### src/rtl/hw_fifo_dma_bridge_pkg.sv
// Shared types and constants for the DMA-side FIFO bridge: channel count, length width,
// channel FSM states and the HW FIFO request/response records.
package hw_fifo_dma_bridge_pkg;

  localparam int N_DMA_CH  = 2;
  localparam int DMA_LEN_W = 16;
  localparam int DATA_W    = 32;

  typedef enum logic [1:0] {
    IDLE = 2'd0,
    RUN  = 2'd1,
    DONE = 2'd2
  } dma_ch_state_e;

  typedef struct packed {
    logic [DATA_W-1:0] data;
    logic              push;
    logic              pop;
  } hw_fifo_req_t;

  typedef struct packed {
    logic              full;
    logic              empty;
    logic [DATA_W-1:0] data;
    logic              push;
  } hw_fifo_resp_t;

endpackage

### src/rtl/hw_fifo_dma_bridge_if.sv
// Bundle of control, DMA beat and HW FIFO signals for all bridge channels.
// The bridge sits on the slave side; software/DMA/FIFO models drive the master side.
interface hw_fifo_dma_bridge_if;
  import hw_fifo_dma_bridge_pkg::*;

  logic          [N_DMA_CH-1:0]                ch_type;
  logic          [N_DMA_CH-1:0]                start;
  logic          [N_DMA_CH-1:0][DMA_LEN_W-1:0] len;
  logic          [N_DMA_CH-1:0]                abort;
  logic          [N_DMA_CH-1:0]                rx_valid;
  logic          [N_DMA_CH-1:0][DATA_W-1:0]    rx_data;
  logic          [N_DMA_CH-1:0]                rx_ready;
  logic          [N_DMA_CH-1:0]                tx_valid;
  logic          [N_DMA_CH-1:0][DATA_W-1:0]    tx_data;
  logic          [N_DMA_CH-1:0]                tx_ready;
  hw_fifo_req_t  [N_DMA_CH-1:0]                fifo_req;
  hw_fifo_resp_t [N_DMA_CH-1:0]                fifo_resp;
  logic          [N_DMA_CH-1:0]                busy;
  logic          [N_DMA_CH-1:0]                done;
  logic          [N_DMA_CH-1:0][DMA_LEN_W-1:0] count;

  modport master (
    output ch_type, start, len, abort, rx_valid, rx_data, tx_ready, fifo_resp,
    input  rx_ready, tx_valid, tx_data, fifo_req, busy, done, count
  );

  modport slave (
    input  ch_type, start, len, abort, rx_valid, rx_data, tx_ready, fifo_resp,
    output rx_ready, tx_valid, tx_data, fifo_req, busy, done, count
  );

endinterface

### src/rtl/hw_fifo_dma_bridge_ch.sv
// Single bridge channel: moves len words between a DMA beat port and one HW FIFO pair.
// state | meaning
// IDLE  | waiting for start; all handshakes held low
// RUN   | transferring; one beat per cycle while the FIFO allows
// DONE  | one-cycle done pulse, then back to IDLE
module hw_fifo_dma_bridge_ch
  import hw_fifo_dma_bridge_pkg::*;
(
  input  logic                 clk,
  input  logic                 rst_n,
  input  logic                 ch_type,
  input  logic                 start,
  input  logic [DMA_LEN_W-1:0] len,
  input  logic                 abort,
  input  logic                 rx_valid,
  input  logic [DATA_W-1:0]    rx_data,
  output logic                 rx_ready,
  output logic                 tx_valid,
  output logic [DATA_W-1:0]    tx_data,
  input  logic                 tx_ready,
  output hw_fifo_req_t         fifo_req,
  input  hw_fifo_resp_t        fifo_resp,
  output logic                 busy,
  output logic                 done,
  output logic [DMA_LEN_W-1:0] count
);

  localparam logic [DMA_LEN_W-1:0] LEN_ONE = DMA_LEN_W'(1);

  dma_ch_state_e        state_q, state_d;
  logic [DMA_LEN_W-1:0] remaining_q;
  logic [DMA_LEN_W-1:0] count_q;
  logic                 in_run;
  logic                 beat;
  logic                 last_beat;
  logic                 start_ok;
  logic                 resp_push_unused;

  assign resp_push_unused = fifo_resp.push;

  always_comb begin
    state_d  = state_q;
    rx_ready = 1'b0;
    tx_valid = 1'b0;
    tx_data  = '0;
    fifo_req = '0;
    beat     = 1'b0;
    in_run   = (state_q == RUN);
    start_ok = (state_q == IDLE) && start && !abort;

    if (in_run) begin
      if (ch_type) begin
        tx_valid     = !fifo_resp.empty;
        tx_data      = fifo_resp.data;
        beat         = tx_valid && tx_ready;
        fifo_req.pop = beat;
      end else begin
        rx_ready      = !fifo_resp.full;
        beat          = rx_valid && rx_ready;
        fifo_req.push = beat;
        fifo_req.data = rx_data;
      end
    end
    last_beat = beat && (remaining_q == LEN_ONE);

    unique case (state_q)
      IDLE: if (start_ok) state_d = (len != '0) ? RUN : DONE;
      // abort wins over a completing beat in the same cycle
      RUN: begin
        if (abort)          state_d = IDLE;
        else if (last_beat) state_d = DONE;
      end
      DONE:    state_d = IDLE;
      default: state_d = IDLE;
    endcase
  end

  always_ff @(posedge clk) begin
    if (!rst_n) begin
      state_q     <= IDLE;
      remaining_q <= '0;
      count_q     <= '0;
    end else begin
      state_q <= state_d;
      if (start_ok) begin
        remaining_q <= len;
        count_q     <= '0;
      end else if (beat && !abort) begin
        remaining_q <= remaining_q - LEN_ONE;
        count_q     <= count_q + LEN_ONE;
      end
    end
  end

  assign busy  = (state_q == RUN);
  assign done  = (state_q == DONE);
  assign count = count_q;

endmodule

### src/rtl/hw_fifo_dma_bridge.sv
// DMA-side front end of the streaming interface: one independent transfer engine per
// DMA channel, each bridging a DMA beat port to that channel's HW FIFO pair.
module hw_fifo_dma_bridge
  import hw_fifo_dma_bridge_pkg::*;
(
  input  logic                 clk,
  input  logic                 rst_n,
  hw_fifo_dma_bridge_if.slave  bus
);

  logic          [N_DMA_CH-1:0]                rx_ready;
  logic          [N_DMA_CH-1:0]                tx_valid;
  logic          [N_DMA_CH-1:0][DATA_W-1:0]    tx_data;
  hw_fifo_req_t  [N_DMA_CH-1:0]                fifo_req;
  logic          [N_DMA_CH-1:0]                busy;
  logic          [N_DMA_CH-1:0]                done;
  logic          [N_DMA_CH-1:0][DMA_LEN_W-1:0] count;

  for (genvar c = 0; c < N_DMA_CH; c++) begin : g_ch
    hw_fifo_dma_bridge_ch u_ch (
      .clk       (clk),
      .rst_n     (rst_n),
      .ch_type   (bus.ch_type[c]),
      .start     (bus.start[c]),
      .len       (bus.len[c]),
      .abort     (bus.abort[c]),
      .rx_valid  (bus.rx_valid[c]),
      .rx_data   (bus.rx_data[c]),
      .rx_ready  (rx_ready[c]),
      .tx_valid  (tx_valid[c]),
      .tx_data   (tx_data[c]),
      .tx_ready  (bus.tx_ready[c]),
      .fifo_req  (fifo_req[c]),
      .fifo_resp (bus.fifo_resp[c]),
      .busy      (busy[c]),
      .done      (done[c]),
      .count     (count[c])
    );
  end

  assign bus.rx_ready = rx_ready;
  assign bus.tx_valid = tx_valid;
  assign bus.tx_data  = tx_data;
  assign bus.fifo_req = fifo_req;
  assign bus.busy     = busy;
  assign bus.done     = done;
  assign bus.count    = count;

endmodule

### src/flat_wrapper.sv
// flat-port wrapper written by rule: the top's interface ports become plain ports
module hw_fifo_dma_bridge_flat import hw_fifo_dma_bridge_pkg::*;
  (clk, rst_n, bus_ch_type, bus_start, bus_len, bus_abort, bus_rx_valid, bus_rx_data, bus_tx_ready, bus_fifo_resp, bus_rx_ready, bus_tx_valid, bus_tx_data, bus_fifo_req, bus_busy, bus_done, bus_count);
  hw_fifo_dma_bridge_if bus_i ();
  input  logic clk;
  input  logic rst_n;
  input wire logic [$bits(bus_i.ch_type)-1:0] bus_ch_type;
  input wire logic [$bits(bus_i.start)-1:0] bus_start;
  input wire logic [$bits(bus_i.len)-1:0] bus_len;
  input wire logic [$bits(bus_i.abort)-1:0] bus_abort;
  input wire logic [$bits(bus_i.rx_valid)-1:0] bus_rx_valid;
  input wire logic [$bits(bus_i.rx_data)-1:0] bus_rx_data;
  input wire logic [$bits(bus_i.tx_ready)-1:0] bus_tx_ready;
  input wire logic [$bits(bus_i.fifo_resp)-1:0] bus_fifo_resp;
  output wire logic [$bits(bus_i.rx_ready)-1:0] bus_rx_ready;
  output wire logic [$bits(bus_i.tx_valid)-1:0] bus_tx_valid;
  output wire logic [$bits(bus_i.tx_data)-1:0] bus_tx_data;
  output wire logic [$bits(bus_i.fifo_req)-1:0] bus_fifo_req;
  output wire logic [$bits(bus_i.busy)-1:0] bus_busy;
  output wire logic [$bits(bus_i.done)-1:0] bus_done;
  output wire logic [$bits(bus_i.count)-1:0] bus_count;
  assign bus_i.ch_type = bus_ch_type;
  assign bus_i.start = bus_start;
  assign bus_i.len = bus_len;
  assign bus_i.abort = bus_abort;
  assign bus_i.rx_valid = bus_rx_valid;
  assign bus_i.rx_data = bus_rx_data;
  assign bus_i.tx_ready = bus_tx_ready;
  assign bus_i.fifo_resp = bus_fifo_resp;
  assign bus_rx_ready = bus_i.rx_ready;
  assign bus_tx_valid = bus_i.tx_valid;
  assign bus_tx_data = bus_i.tx_data;
  assign bus_fifo_req = bus_i.fifo_req;
  assign bus_busy = bus_i.busy;
  assign bus_done = bus_i.done;
  assign bus_count = bus_i.count;
  hw_fifo_dma_bridge u_core (.clk(clk), .rst_n(rst_n), .bus(bus_i));
endmodule
### config.mk
export PLATFORM = sky130hd
export DESIGN_NAME = hw_fifo_dma_bridge_flat
export DESIGN_NICKNAME = d
export VERILOG_FILES = /design/src/rtl/hw_fifo_dma_bridge_pkg.sv /design/src/rtl/hw_fifo_dma_bridge_if.sv /design/src/rtl/hw_fifo_dma_bridge_ch.sv /design/src/rtl/hw_fifo_dma_bridge.sv /design/src/flat_wrapper.sv
export SDC_FILE = /design/constraint.sdc
export NUM_CORES = 1
export LEC_CHECK = 0
export CAP_MARGIN = 20
export CORE_MARGIN = 10
export CORE_UTILIZATION = 32
export DETAILED_ROUTE_END_ITERATION = 10
export GPL_ROUTABILITY_DRIVEN = 0
export GPL_TIMING_DRIVEN = 0
export MAX_ROUTING_LAYER = met4
export PLACE_DENSITY = 0.76
export SYNTH_ARGS = -nofsm -noshare
export SYNTH_HDL_FRONTEND = slang
export SYNTH_HIERARCHICAL = 1
export SYNTH_SLANG_ARGS = --single-unit
export TNS_END_PERCENT = 10
### constraint.sdc
create_clock -name clk -period 3.5 [get_ports clk]
set_input_delay 0.875 -clock clk [delete_from_list [all_inputs] [get_ports clk]]
set_output_delay 0.875 -clock clk [all_outputs]
set_load 0.005 [all_outputs]
# Word-level counts from Yosys, hierarchy flattened
# Cells that the tools add are included.
[totals] elab_cells=85 out_inout_bits=172 reg_bits=68
[op_classes] muxes=36 n_eq_ne=10 n_addsub=4 n_reduce_logical=28 bitwise=1
[op_table] operator="2-to-1 mux 32 bit" count=4
[op_table] operator="2-to-1 mux 34 bit" count=2
[op_table] operator="2-to-1 mux 33 bit" count=2
[op_table] operator="2-to-1 mux 16 bit" count=4
[op_table] operator="adder 16 x 1 -> 16 bit, second input constant" count=2
[op_table] operator="equality test 16 x 1 -> 1 bit, second input constant" count=2
[op_table] operator="nonzero test 16 bit" count=2
[op_table] operator="subtractor 16 x 1 -> 16 bit, second input constant" count=2
[op_table] operator="2-to-1 mux 2 bit" count=8
[op_table] operator="2-to-1 mux 1 bit" count=14
[op_table] operator="logical AND 1 bit" count=12
[op_table] operator="case mux 2 bit (2 select lines)" count=2
[op_table] operator="logical NOT 1 bit" count=6
[op_table] operator="inequality test 3 x 2 -> 1 bit, second input constant" count=2
[op_table] operator="equality test 2 x 1 -> 1 bit, second input constant" count=2
[op_table] operator="equality test 2 bit, second input constant" count=2
[op_table] operator="logical NOT 2 bit" count=2
[op_table] operator="inequality test 2 bit, second input constant" count=2
[op_table] operator="AND reduction 2 bit" count=2
[op_table] operator="nonzero test 2 bit" count=2
[op_table] operator="OR reduction 2 bit" count=2
[op_table] operator="inverter 1 bit" count=1

# Depth between registers and ports, before layout
[depth] word_depth=8 ltp_mapped=7 mapped_depth_nobuf=6

# Hierarchy
# Netlist, hierarchy kept.
[by_module_without_submodules] module="hw_fifo_dma_bridge_ch (u_core.g_ch[0].u_ch)" n_inst=1 seq_area_each_um2=680.7 cells_per_inst=304 area_per_inst_um2=2382.3
[by_module_without_submodules] module="hw_fifo_dma_bridge_ch (u_core.g_ch[1].u_ch)" n_inst=1 seq_area_each_um2=680.7 cells_per_inst=306 area_per_inst_um2=2359.8

# Worst setup path after synthesis
# Ideal clock, no wire load.
[synth_timing] path_kind="input port to output port" from="input port bus_ch_type[0]" to="output port bus_fifo_req[1]" cell_stages=3 arrival_time_ns=1.677 path_slack_ns=0.948 t_required_ns=2.625 path_cell_list="clkbuf_1 or3b_2 nor3_1"
[synth_via] elab_chain_len=2
[synth_lines] item="from (decl)" line="flat_wrapper.sv:7" rtl="input wire logic [$bits(bus_i.ch_type)-1:0] bus_ch_type;"
[synth_lines] item="2-to-1 mux 33 bit" line="hw_fifo_dma_bridge_ch.sv:52" rtl="if (ch_type) begin"
[synth_lines] item="2-to-1 mux 34 bit" line="hw_fifo_dma_bridge_ch.sv:51" rtl="if (in_run) begin"
[synth_lines] item="to (decl)" line="flat_wrapper.sv:18" rtl="output wire logic [$bits(bus_i.fifo_req)-1:0] bus_fifo_req;"
# Every way passes these cells.

# Worst setup path in the final report
[layout_timing] from="input port bus_ch_type[0]" to="output port bus_fifo_req[22]"
# The elaborated chain is that of the path after synthesis.

==> out/summary.md <==
Port buffering added 346 buffers. The tools report the count of placed standard cells including taps as 1140. The critical path goes through clkdlybuf4s50_1 > buf_4 > nor2b_4 > buf_4 > and2_1 > clkdlybuf4s50_1. The final wirelength was 23300 µm. The family of cells with the greatest summed delay on the critical path is buffers and inverters.

By area the synthesized netlist is led by sky130_fd_sc_hd__dfxtp_1 29%, sky130_fd_sc_hd__and3_1 9.4%, sky130_fd_sc_hd__and2_1 8.8%, sky130_fd_sc_hd__a21oi_1 3.6%, sky130_fd_sc_hd__or3_1 3.6%. The final net count came out at 1151. The flow ran to the end, and the final reports show no timing, DRC or antenna violations.

Synthesis produced a netlist with a net count of 794. 350 I/O pins were placed. The floorplan has 44 rows. The logs give 5754 for the number of global-route vias before repair and 0.287 for the portion of the post-synthesis area used by sequential elements.

By count the netlist is led by 71 x sky130_fd_sc_hd__and3_1, 68 x sky130_fd_sc_hd__dfxtp_1, 67 x sky130_fd_sc_hd__and2_1, 38 x sky130_fd_sc_hd__clkbuf_1, 34 x sky130_fd_sc_hd__a21oi_1. The worst setup path is captured at an output port. The detailed router placed 6024 vias in this run. The tools report the maximum level of the CTS H-tree as 3. TritonCTS built the clock tree. During synthesis, Yosys emitted a total of 6 warnings. Max-capacitance violation count: 0. A synthesized cell averages 7.77 µm².

The vertical die dimension was 142 µm; the total routing resource utilization after global routing was 0.222. The number of buffers and inverters on the critical path was 4; the maximum buffer depth of the clock tree was 2. In the synthesized netlist the dominant register cell turns out to be sky130_fd_sc_hd__dfxtp_1. The DRC violation count after routing is 0. The fraction of post-synthesis cell area in the top cell type by area was 0.287. For this design, the slowest cell found on the critical path is sky130_fd_sc_hd__clkdlybuf4s50_1. The worst hold path was traced through 2 stages. The number of different library cells used by synthesis comes to 67. In this run the worst hold path is classified as flop to flop. The largest single stage delay on the critical path is 550 ps. Relative to the synthesized area, the layout overhead comes to 85.7%. The CTS buffer count is 9. The kind of critical path was input port to output port. The final cycle utilization of the critical path was 0.984.

The post-layout utilization of the core was 0.606; the number of clock sinks was 68. The core footprint came out at 14500 µm². In this run, synthesis produced a sequential element count of 68. The power density over cell area is 284 nW/µm², and the worst clock skew on the final layout is 4.92 ps.

Dividing the detail-routed via count by the number of cells gives 5.21. Yosys instantiated no cell more often than sky130_fd_sc_hd__and3_1. The HPWL reported at the end of detailed placement is 19400 µm, and the maximum fanout along the worst path is 10. Setup repair after global routing could not meet its margin everywhere. The critical path runs through a total of 6 cells. The total overflow left after global routing is 0. STA classifies the critical path startpoint as an input port.

The DRC marker count from the first detailed-route iteration was 417; the final hold violation count was 0. The worst path in the final design needs a cycle of 3440 ps, including I/O delays and setup. The static leakage power came out at 3.45 nW. After layout, the worst setup slack is 56.7 ps. For the relative slew slack, the log shows 0.294. The number of slew-limit violations in the final report is 0, and the maximum number of pins on one net before global-route repair is 12. After synthesis the cells add up to 4740 µm². The share of layout cells above drive strength 1 works out to 0.0545. Setup violations remaining at the end of the flow were counted as 0.

For the placement-stage worst setup slack, the log shows -451 ps. The tools report the cell at the root of the clock tree as sky130_fd_sc_hd__clkbuf_16. Static timing analysis puts the maximum clock frequency at 290 MHz.

The first global-routing pass estimated 34700 µm of wire. Starting density of the core: 0.326. The first-pass detailed-route iteration total is 5, and the synthesized netlist cell count is 610.

For the pin with the worst max-slew slack, the measured transition is 1040 ps. The run gives 483 ps as the worst hold slack. Yosys mapped a number of flops with a built-in enable equal to 0. The fraction of registers with async set or reset after synthesis was 0; the worst-skew pair later-pin latency was 330 ps.

The overall die width works out to 142 µm. For this run, the number of standard cells in the final layout without fillers is 1156. The sum of negative setup slack was 0 ps.

The largest area contributor in the netlist is sky130_fd_sc_hd__dfxtp_1. The endpoint arrival time on the critical path was 2570 ps; the initial antenna violation count was 0. The run gives 0 as the remaining number of nets flagged by the antenna check after routing. The number of diodes added for antenna fixing was 0; the number of cells traversed by the worst register-to-register path was 5. The floorplan step defined a die boundary enclosing 20100 µm².

The number of hold buffers added after CTS was 0. VDD sags by at most 206 µV. Clock-pin slew of the registers on the worst-case setup and hold paths: 50 ps.

The endpoint required time on the critical path was 2620 ps; the wire length per cell was 20.2 µm.
-- tightest hold or removal path: cells and delay by family (launching register included) --
kind           cells  cell delay [ps]
flip-flops         1              320
AO/OA/AOI/OAI      2              110
-- registers in the layout, summed over array words and instances (netlist names) --
register,count
u_core/g_ch.u_ch/count,32
u_core/g_ch.u_ch/remaining_q,32
u_core/g_ch.u_ch/state_q,4
-- cell families after synthesis --
family | after synthesis | share of synthesized area
AND/OR/NAND/NOR | 318 | 0.408
adder cells (fa/ha/maj) | 6 | 0.0158
AO/OA/AOI/OAI | 146 | 0.213
multiplexers | 4 | 0.00844
XOR/XNOR | 12 | 0.0222
flip-flops | 68 | 0.287
buffers and inverters | 56 | 0.0454
-- layer usage --
metal	wire, µm	up-vias	GRT usage	part of all wire
li1	-	2991	-	-
met1	9600	2789	0.264	0.41
met2	12000	232	0.380	0.51
met3	1620	12	0.0581	0.069
met4	127	0	0.0280	0.0055
met5	0	-	-	0
-- metrics by stage --
step | power, W | instance area [µm²]
6_report | 0.00251 | 8810
5_1_grt | 0.00263 | 8810
4_1_cts | 0.00252 | 8790
3_5_place_dp | 0.00153 | 8440
3_3_place_gp | 0.00153 | 8440
2_1_floorplan | 0.00112 | 4740
-- power breakdown --
group,internal [W],switching (W)
registers,0.000803,0.0000256
logic,0.000404,0.000298
clock network,0.000642,0.000333
-- layout by cell type (no fill, tap or decap), types with 6 or more instances in the layout --
cell,Yosys,final
sky130_fd_sc_hd__o2111ai_1,6,6
sky130_fd_sc_hd__nor4_1,9,9
sky130_fd_sc_hd__and3_1,71,71
sky130_fd_sc_hd__o211ai_1,8,8
sky130_fd_sc_hd__nor2_1,33,33
sky130_fd_sc_hd__xnor2_1,8,8
sky130_fd_sc_hd__dfxtp_1,68,68
sky130_fd_sc_hd__or3_1,27,27
sky130_fd_sc_hd__and2_1,67,67
sky130_fd_sc_hd__nand3_1,15,15
sky130_fd_sc_hd__clkdlybuf4s50_1,0,338
sky130_fd_sc_hd__dlygate4sd2_1,0,6
sky130_fd_sc_hd__a21oi_1,34,34
sky130_fd_sc_hd__o311ai_0,9,9
sky130_fd_sc_hd__o21a_1,6,6
sky130_fd_sc_hd__o21ai_0,20,20
sky130_fd_sc_hd__ha_1,6,6
sky130_fd_sc_hd__nand2b_1,6,6
sky130_fd_sc_hd__inv_1,14,14
sky130_fd_sc_hd__or4_1,9,9
sky130_fd_sc_hd__nor3_1,6,6
sky130_fd_sc_hd__clkbuf_16,0,9
sky130_fd_sc_hd__nand2_1,29,29
sky130_fd_sc_hd__a31oi_1,15,15
sky130_fd_sc_hd__clkbuf_1,38,26
sky130_fd_sc_hd__clkbuf_2,0,8
-- final cells by class --
class,count,area [µm²]
timing repair buffer,346,3460
inverter,14,52.6
tap,184,230
buffer,42,201
clock buffer,12,246
fill,1306,5730
multi-input combinational,486,3180
sequential,68,1360
clock inverter,4,72.6
-- what timing repair did --
| item | CTS | global route |
|---|---|---|
| setup buffers | 0 | 0 |
| setup endpoints to repair | 127 | 67 |
| resized for setup | 26 | 17 |
| endpoints found under the hold margin | 0 | 0 |
-- worst paths after layout --
check	start	endpoint	slack, ps
worst max-delay path	bus_ch_type[0]	bus_fifo_req[22]	60
worst max register to register	u_core/g_ch[1].u_ch/state_q[1]	u_core/g_ch[1].u_ch/count[15]	1040
worst min register to register	u_core/g_ch[0].u_ch/count[15]	u_core/g_ch[0].u_ch/count[15]	480
worst min-delay path	u_core/g_ch[0].u_ch/count[15]	u_core/g_ch[0].u_ch/count[15]	480
Note: power is estimated with default switching activity, not from simulation.
